## src/rtl/add_mul_mix_seq.sv

```systemverilog
// rtl/add_mul_mix_seq.sv - (a+b)*(c+d) via iterative shift-add multiplier; optional ADD_MUL_MIX_SAT_EN saturates result
module add_mul_mix_seq #(
   parameter int W = 4
) (
   input  logic             clk,
   input  logic             rst_n,
   input  logic             in_valid,
   output logic             in_ready,
   input  logic [W-1:0]     a,
   input  logic [W-1:0]     b,
   input  logic [W-1:0]     c,
   input  logic [W-1:0]     d,
   output logic             out_valid,
   input  logic             out_ready,
   output logic [2*W-1:0]   result,
   output logic             ovf,
   output logic             busy
);

   localparam int PW = 2*W + 2;
   localparam int CW = $clog2(W + 1);
   localparam logic [CW-1:0] LAST = CW'(W);

   typedef enum logic [1:0] {IDLE, SUM, MUL, DONE} state_t;

   state_t          state;
   logic [W-1:0]    a_r, b_r, c_r, d_r;
   logic [PW-1:0]   mcand, acc;
   logic [W:0]      mplier;
   logic [CW-1:0]   cnt;

   logic [W:0]      s1, s2;
   logic [PW-1:0]   acc_nxt;
   logic            ovf_nxt;
   logic [2*W-1:0]  res_nxt;

   always_comb begin
      s1      = {1'b0, a_r} + {1'b0, b_r};
      s2      = {1'b0, c_r} + {1'b0, d_r};
      acc_nxt = mplier[0] ? (acc + mcand) : acc;
      ovf_nxt = |acc_nxt[PW-1:2*W];
`ifdef ADD_MUL_MIX_SAT_EN
      res_nxt = ovf_nxt ? {(2*W){1'b1}} : acc_nxt[2*W-1:0];
`else
      res_nxt = acc_nxt[2*W-1:0];
`endif
   end

   // result/ovf are captured from the final accumulate so out_valid rises on the last MUL edge
   always_ff @(posedge clk) begin
      if (!rst_n) begin
         state     <= IDLE;
         in_ready  <= 1'b1;
         out_valid <= 1'b0;
         busy      <= 1'b0;
         result    <= '0;
         ovf       <= 1'b0;
         cnt       <= '0;
         acc       <= '0;
         mcand     <= '0;
         mplier    <= '0;
         a_r       <= '0;
         b_r       <= '0;
         c_r       <= '0;
         d_r       <= '0;
      end else begin
         case (state)
            IDLE: begin
               if (in_valid) begin
                  a_r      <= a;
                  b_r      <= b;
                  c_r      <= c;
                  d_r      <= d;
                  in_ready <= 1'b0;
                  busy     <= 1'b1;
                  state    <= SUM;
               end
            end
            SUM: begin
               mcand  <= {{(W+1){1'b0}}, s1};
               mplier <= s2;
               acc    <= '0;
               cnt    <= '0;
               state  <= MUL;
            end
            MUL: begin
               acc    <= acc_nxt;
               mcand  <= mcand << 1;
               mplier <= mplier >> 1;
               cnt    <= cnt + CW'(1);
               if (cnt == LAST) begin
                  busy      <= 1'b0;
                  out_valid <= 1'b1;
                  result    <= res_nxt;
                  ovf       <= ovf_nxt;
                  state     <= DONE;
               end
            end
            DONE: begin
               if (out_ready) begin
                  out_valid <= 1'b0;
                  in_ready  <= 1'b1;
                  state     <= IDLE;
               end
            end
            default: state <= IDLE;
         endcase
      end
   end

endmodule

```

## config.mk

```make
export PLATFORM = sky130hd
export DESIGN_NAME = add_mul_mix_seq
export DESIGN_NICKNAME = d
export VERILOG_FILES = /design/src/rtl/add_mul_mix_seq.sv
export SDC_FILE = /design/constraint.sdc
export NUM_CORES = 1
export LEC_CHECK = 0
export CAP_MARGIN = 20
export CORE_ASPECT_RATIO = 1.5
export CORE_MARGIN = 2
export CORE_UTILIZATION = 40
export DETAILED_ROUTE_END_ITERATION = 8
export GPL_ROUTABILITY_DRIVEN = 0
export GPL_TIMING_DRIVEN = 0
export PLACE_DENSITY_LB_ADDON = 0.25
export SLEW_MARGIN = 20
export SYNTH_ARGS = -nofsm -noshare
export SYNTH_HDL_FRONTEND = slang
export SYNTH_SLANG_ARGS = --single-unit
```

## constraint.sdc

```tcl
create_clock -name clk -period 2.15 [get_ports clk]
set_clock_uncertainty 0.2 [all_clocks]
set_input_delay 0.5375 -clock clk [delete_from_list [all_inputs] [get_ports clk]]
set_output_delay 0.5375 -clock clk [all_outputs]
set_load 0.1 [all_outputs]
```

# After elaboration in Yosys (flattened, before gate mapping)
# Index checks and enable logic that the tools add are counted.
# totals
reg_bits,58
in_bits,20
output_inout_bits,12
wordCells,55
# classes
n_addsub,4
eq_ne,7
muxes,18
n_reduce_logical,12
# op_table
operator,count
10-bit case mux with 2 select lines,2
3-bit AND reduction,4
10-bit adder,1
4-bit by 4-bit adder with 5-bit output,2
10-bit 2-to-1 mux,1
5-bit case mux with 2 select lines,1
2-bit case mux with 4 select lines,1
2-bit nonzero test,4
1-bit 2-to-1 mux,6
2-bit 2-to-1 mux,3
2-bit != test (second input constant),3
1-bit case mux with 2 select lines,3
3-bit case mux with 2 select lines,1
2-bit equality test (second input constant),2
2-bit AND reduction,2
3-bit by 1-bit adder with 3-bit output (second input constant),1
3-bit equality test (second input constant),1
2-bit by 1-bit equality test with 1-bit output (second input constant),1
2-bit logical NOT,1
2-bit OR reduction,1

# Depth between registers and ports, before layout
# logic_depth
depth_word,3
depth_mapped,9
mapped_depth_nobuf,9

# Worst setup path before layout
# Ideal clock, no wire load.
# synth_timing
kind,reg2reg
start,reg mcand[0]
end,reg ovf
setup_time_ns,0.078
t_arrival_ns,2.104
required_time_ns,1.872
path_slack_ns,-0.233
stages_incl_launch_ff,9
path_buffers,0
period_less_slack_ns,2.383
cell_sequence,dfxtp_1 -> ha_1 -> fa_1 -> a211oi_1 -> o211ai_1 -> o211ai_1 -> mux2i_1 -> and4b_1 -> nor3_1
# synth_via
elab_chain_len,3
# synth_lines
item,line,source
from (decl),28,"logic [PW-1:0] mcand, acc;"
from (signal assigned),80,"mcand <= {{(W+1){1'b0}}, s1};"
from (signal assigned),88,mcand <= mcand << 1;
10-bit adder,40,acc_nxt = mplier[0] ? (acc + mcand) : acc;
10-bit 2-to-1 mux,40,
2-bit OR reduction,41,ovf_nxt = |acc_nxt[PW-1:2*W];
to (signal assigned),95,ovf <= ovf_nxt;
to (decl),16,"output logic ovf,"
# No other way between the ends.
# A chain may end at the register's enable or synchronous reset.

# Final worst setup path
# layout_timing
start,reg acc[0]
end,reg ovf
# layout_via
elab_chain_len,3
# layout_lines
item,line,source
from (decl),28,
from (signal assigned),87,acc <= acc_nxt;
10-bit adder,40,
10-bit 2-to-1 mux,40,
2-bit OR reduction,41,
# No other way between the ends.

==> impl_metrics.tcl <==
set metrics [dict create \
    cpPeakStageDelay_ns 0.36 \
    synth_ff_type "dfxtp_1" \
    worst-endpoint-required_ns 2.22 \
    syn_nets 409 \
    fmax_ghz 0.4374 \
    final.min_clock_period_ns 2.286 \
    synth_top_area_share_pct 38.73 \
    hold_ws_ns 0.2582 \
    start_util_pct 41.21 \
    antenna_found_initial 0 \
    synthTopCellsByCount "dfxtp_1 (58), nand2_1 (57), a21oi_1 (46)" \
    hold_buffers 0 \
    drv_slew 0 \
    h-tree-depth 3 \
    diodes 0 \
    status "complete, but fails checks" \
    cts_buffers 9 \
    io_pins 32 \
    drtAntennaViolNets 0 \
    period_share_pct 106.3 \
    grt_pass1_vias 2517 \
    overflow 0 \
    area_delta_synth_final_pct 28.88 \
    cts.path.max_buffers 2 \
    grt_start_max_net_pins 12 \
    syn_area_mm2 0.002998 \
    dpl.hpwl_um 5353 \
    critPathArrivalTime_ns 2.35 \
    ys_async_sr_fraction_pct 0 \
    hold_violations 0 \
    die-area_mm2 0.008218 \
    slowest_stage "fa_2" \
    drt_iter0_drc 129 \
    ff_latch_area_mm2 0.001180 \
    syn_area_per_cell_um2 8.236 \
    peakVddDrop_mv 0.5909 \
    synthCells 364 \
    port_buffers 31 \
    path_max_fanout 3 \
    yosysWarnings 0 \
    drc 0 \
    ys_top_cells_by_area "dfxtp_1 (39%), ha_1 (9.2%), a21oi_1 (7.7%), nand2_1 (7.1%), nor2_1 (4.3%)" \
    routed_wl_um 7540 \
    critPathLaunchType "flip-flop" \
    multiInputGateArea_mm2 0.001861 \
    num-fill-cells 683 \
    slew_headroom_pct 58.04 \
    drive_gt1_share_pct 18.66 \
    yosysMostFrequentCell "dfxtp_1" \
    fp-row-count 38 \
    synth_top_area_cell "dfxtp_1" \
    path_cells "ha_4 > fa_2 > a211oi_4 > o211ai_1 > o211ai_1 > mux2i_1 > and4b_1 > nor3_2" \
    p_per_area_mw_per_mm2 956.2 \
    power_leakage_nw 1.458 \
    drv_cap 0 \
    dr_total_vias 2676 \
    die_height_um 110.0 \
    cts.clk_slew.worst_paths_ns 0.07 \
    wl_per_cell_um 14.56 \
    rsz0062_at_grt "true" \
    yosysSeqAreaShare_pct 38.73 \
    cts-root-buf "clkbuf_8" \
    synth_edf_count 0 \
    crit_path_frequent_cell "o211ai_1" \
    ys_seq_elements 58 \
    grt_pass1_wl_um 12080 \
    fin_util_pct 53.11 \
    tightest_slew_ns 0.6295 \
    cp-end-kind "flip-flop" \
    core_area_mm2 0.007274 \
    crit_type "reg2reg" \
    first_pass_iters 4 \
    viasPerCell 5.166 \
    grt.total_usage_pct 19.60 \
    fin_ws_ns -0.1364 \
    setup_viol_count_final 4 \
    worst_hold_path_type "reg2reg" \
    nets 459 \
    cts_tree "done" \
    worstSkewPairLatency_ns 0.34 \
    violations "setup timing" \
    cts_sinks 58 \
    die_x_um 74.69 \
    synth_cell_types 45 \
]
==> cells by family after synthesis <==
family,after synthesis,synth area share (%)
and+or+nand+nor,123,18.11
AOI/OAI and AO/OA,106,22.16
DFF,58,38.73
buffers and inverters,35,4.423
adders and majority gates,25,11.19
muxes,9,3.047
xor gates and xnor gates,8,2.337
==> repair_timing <==
action,4_1_cts,5_1_grt
gates resized for setup,55,21
pin swaps,7,16
endpoints found under the setup margin,38,30
setup buffers,5,5
hold endpoints to repair,0,0
==> metrics by stage <==
step	setup TNS (ns)	power, mW	cell area (µm²)	cells	worst slack (ns)
3_3_place_gp	-10.27	2.711	3471	495	-0.4643
5_1_grt	-0.7773	3.952	3864	518	-0.2421
6_report	-0.2109	3.695	3864	518	-0.1364
2_1_floorplan	-0.03366	2.337	3035	364	-0.03366
3_5_place_dp	-10.49	2.737	3471	495	-0.4422
4_1_cts	-0.1721	3.669	3769	514	-0.1568
==> where the power goes <==
| part | leakage (nW) | switching, mW | total [mW] | internal, mW |
|---|---|---|---|---|
| combinational | 0.890 | 0.965 | 1.45 | 0.490 |
| sequential | 0.476 | 0.112 | 1.34 | 1.22 |
| clock | 0.0920 | 0.436 | 0.905 | 0.469 |
| total | 1.46 | 1.51 | 3.69 | 2.18 |
==> metal layers <==
metal,share of wire [%],GRT usage (%)
met1,41,22.02
met2,55,36.22
met3,2.6,3.000
met4,1.5,7.526
met5,0,0
==> layout make-up <==
type	count	area share, %
clock inverters	3	0.3886
flip-flops and latches	58	30.54
plain buffers	17	1.846
repair buffers	40	10.17
clock buffers	12	4.016
well taps	100	3.238
multi-input cells	271	48.15
inverters	17	1.652
==> worst paths after layout <==
kind               end       from  slack (ns)  depth (start not counted)
max reg2reg        ovf     acc[0]       -0.14                          8
max                ovf     acc[0]       -0.14                          8
min reg2reg  result[2]  result[2]        0.26                          2
min          result[2]  result[2]        0.26                          2
==> worst max-delay path: cells and delay by family (launching register included) <==
kind / cells / cell delay (ns)
compound gates: 3 / 0.54
fa+ha+maj: 2 / 0.52
flops: 1 / 0.35
mux: 1 / 0.28
simple gates: 2 / 0.32
==> cells in the final DEF, fill, tap and decap left out, types with 3 or more instances in the layout <==
cell type and count:
clkbuf_1 11, buf_2 3, xnor2_1 5, ha_4 5
nand3_1 10, o21ai_0 14, clkbuf_8 11, a21o_1 6
dfxtp_1 51, a21oi_2 3, clkinv_2 3, dfxtp_4 4
buf_4 9, clkdlybuf4s15_2 12, dfxtp_2 3, clkdlybuf4s50_1 19
o21ai_1 3, nor2b_1 5, and2_1 4, mux2i_1 8
a21oi_1 42, inv_1 15, a211oi_1 11, clkbuf_2 3
nand2_1 56, nor2_1 33, nand2b_1 3, a22oi_1 4
ha_1 15, a311oi_1 3
==> registers in the layout, indices dropped and copies added, names as in the netlist <==
name and flops:
busy 1, in_ready 1, d_r 4, ovf 1
state 2, c_r 4, result 8, mplier 5
out_valid 1, b_r 4, a_r 4, acc 10
mcand 10, cnt 3
No activity file was read; power rests on OpenSTA's default activity.
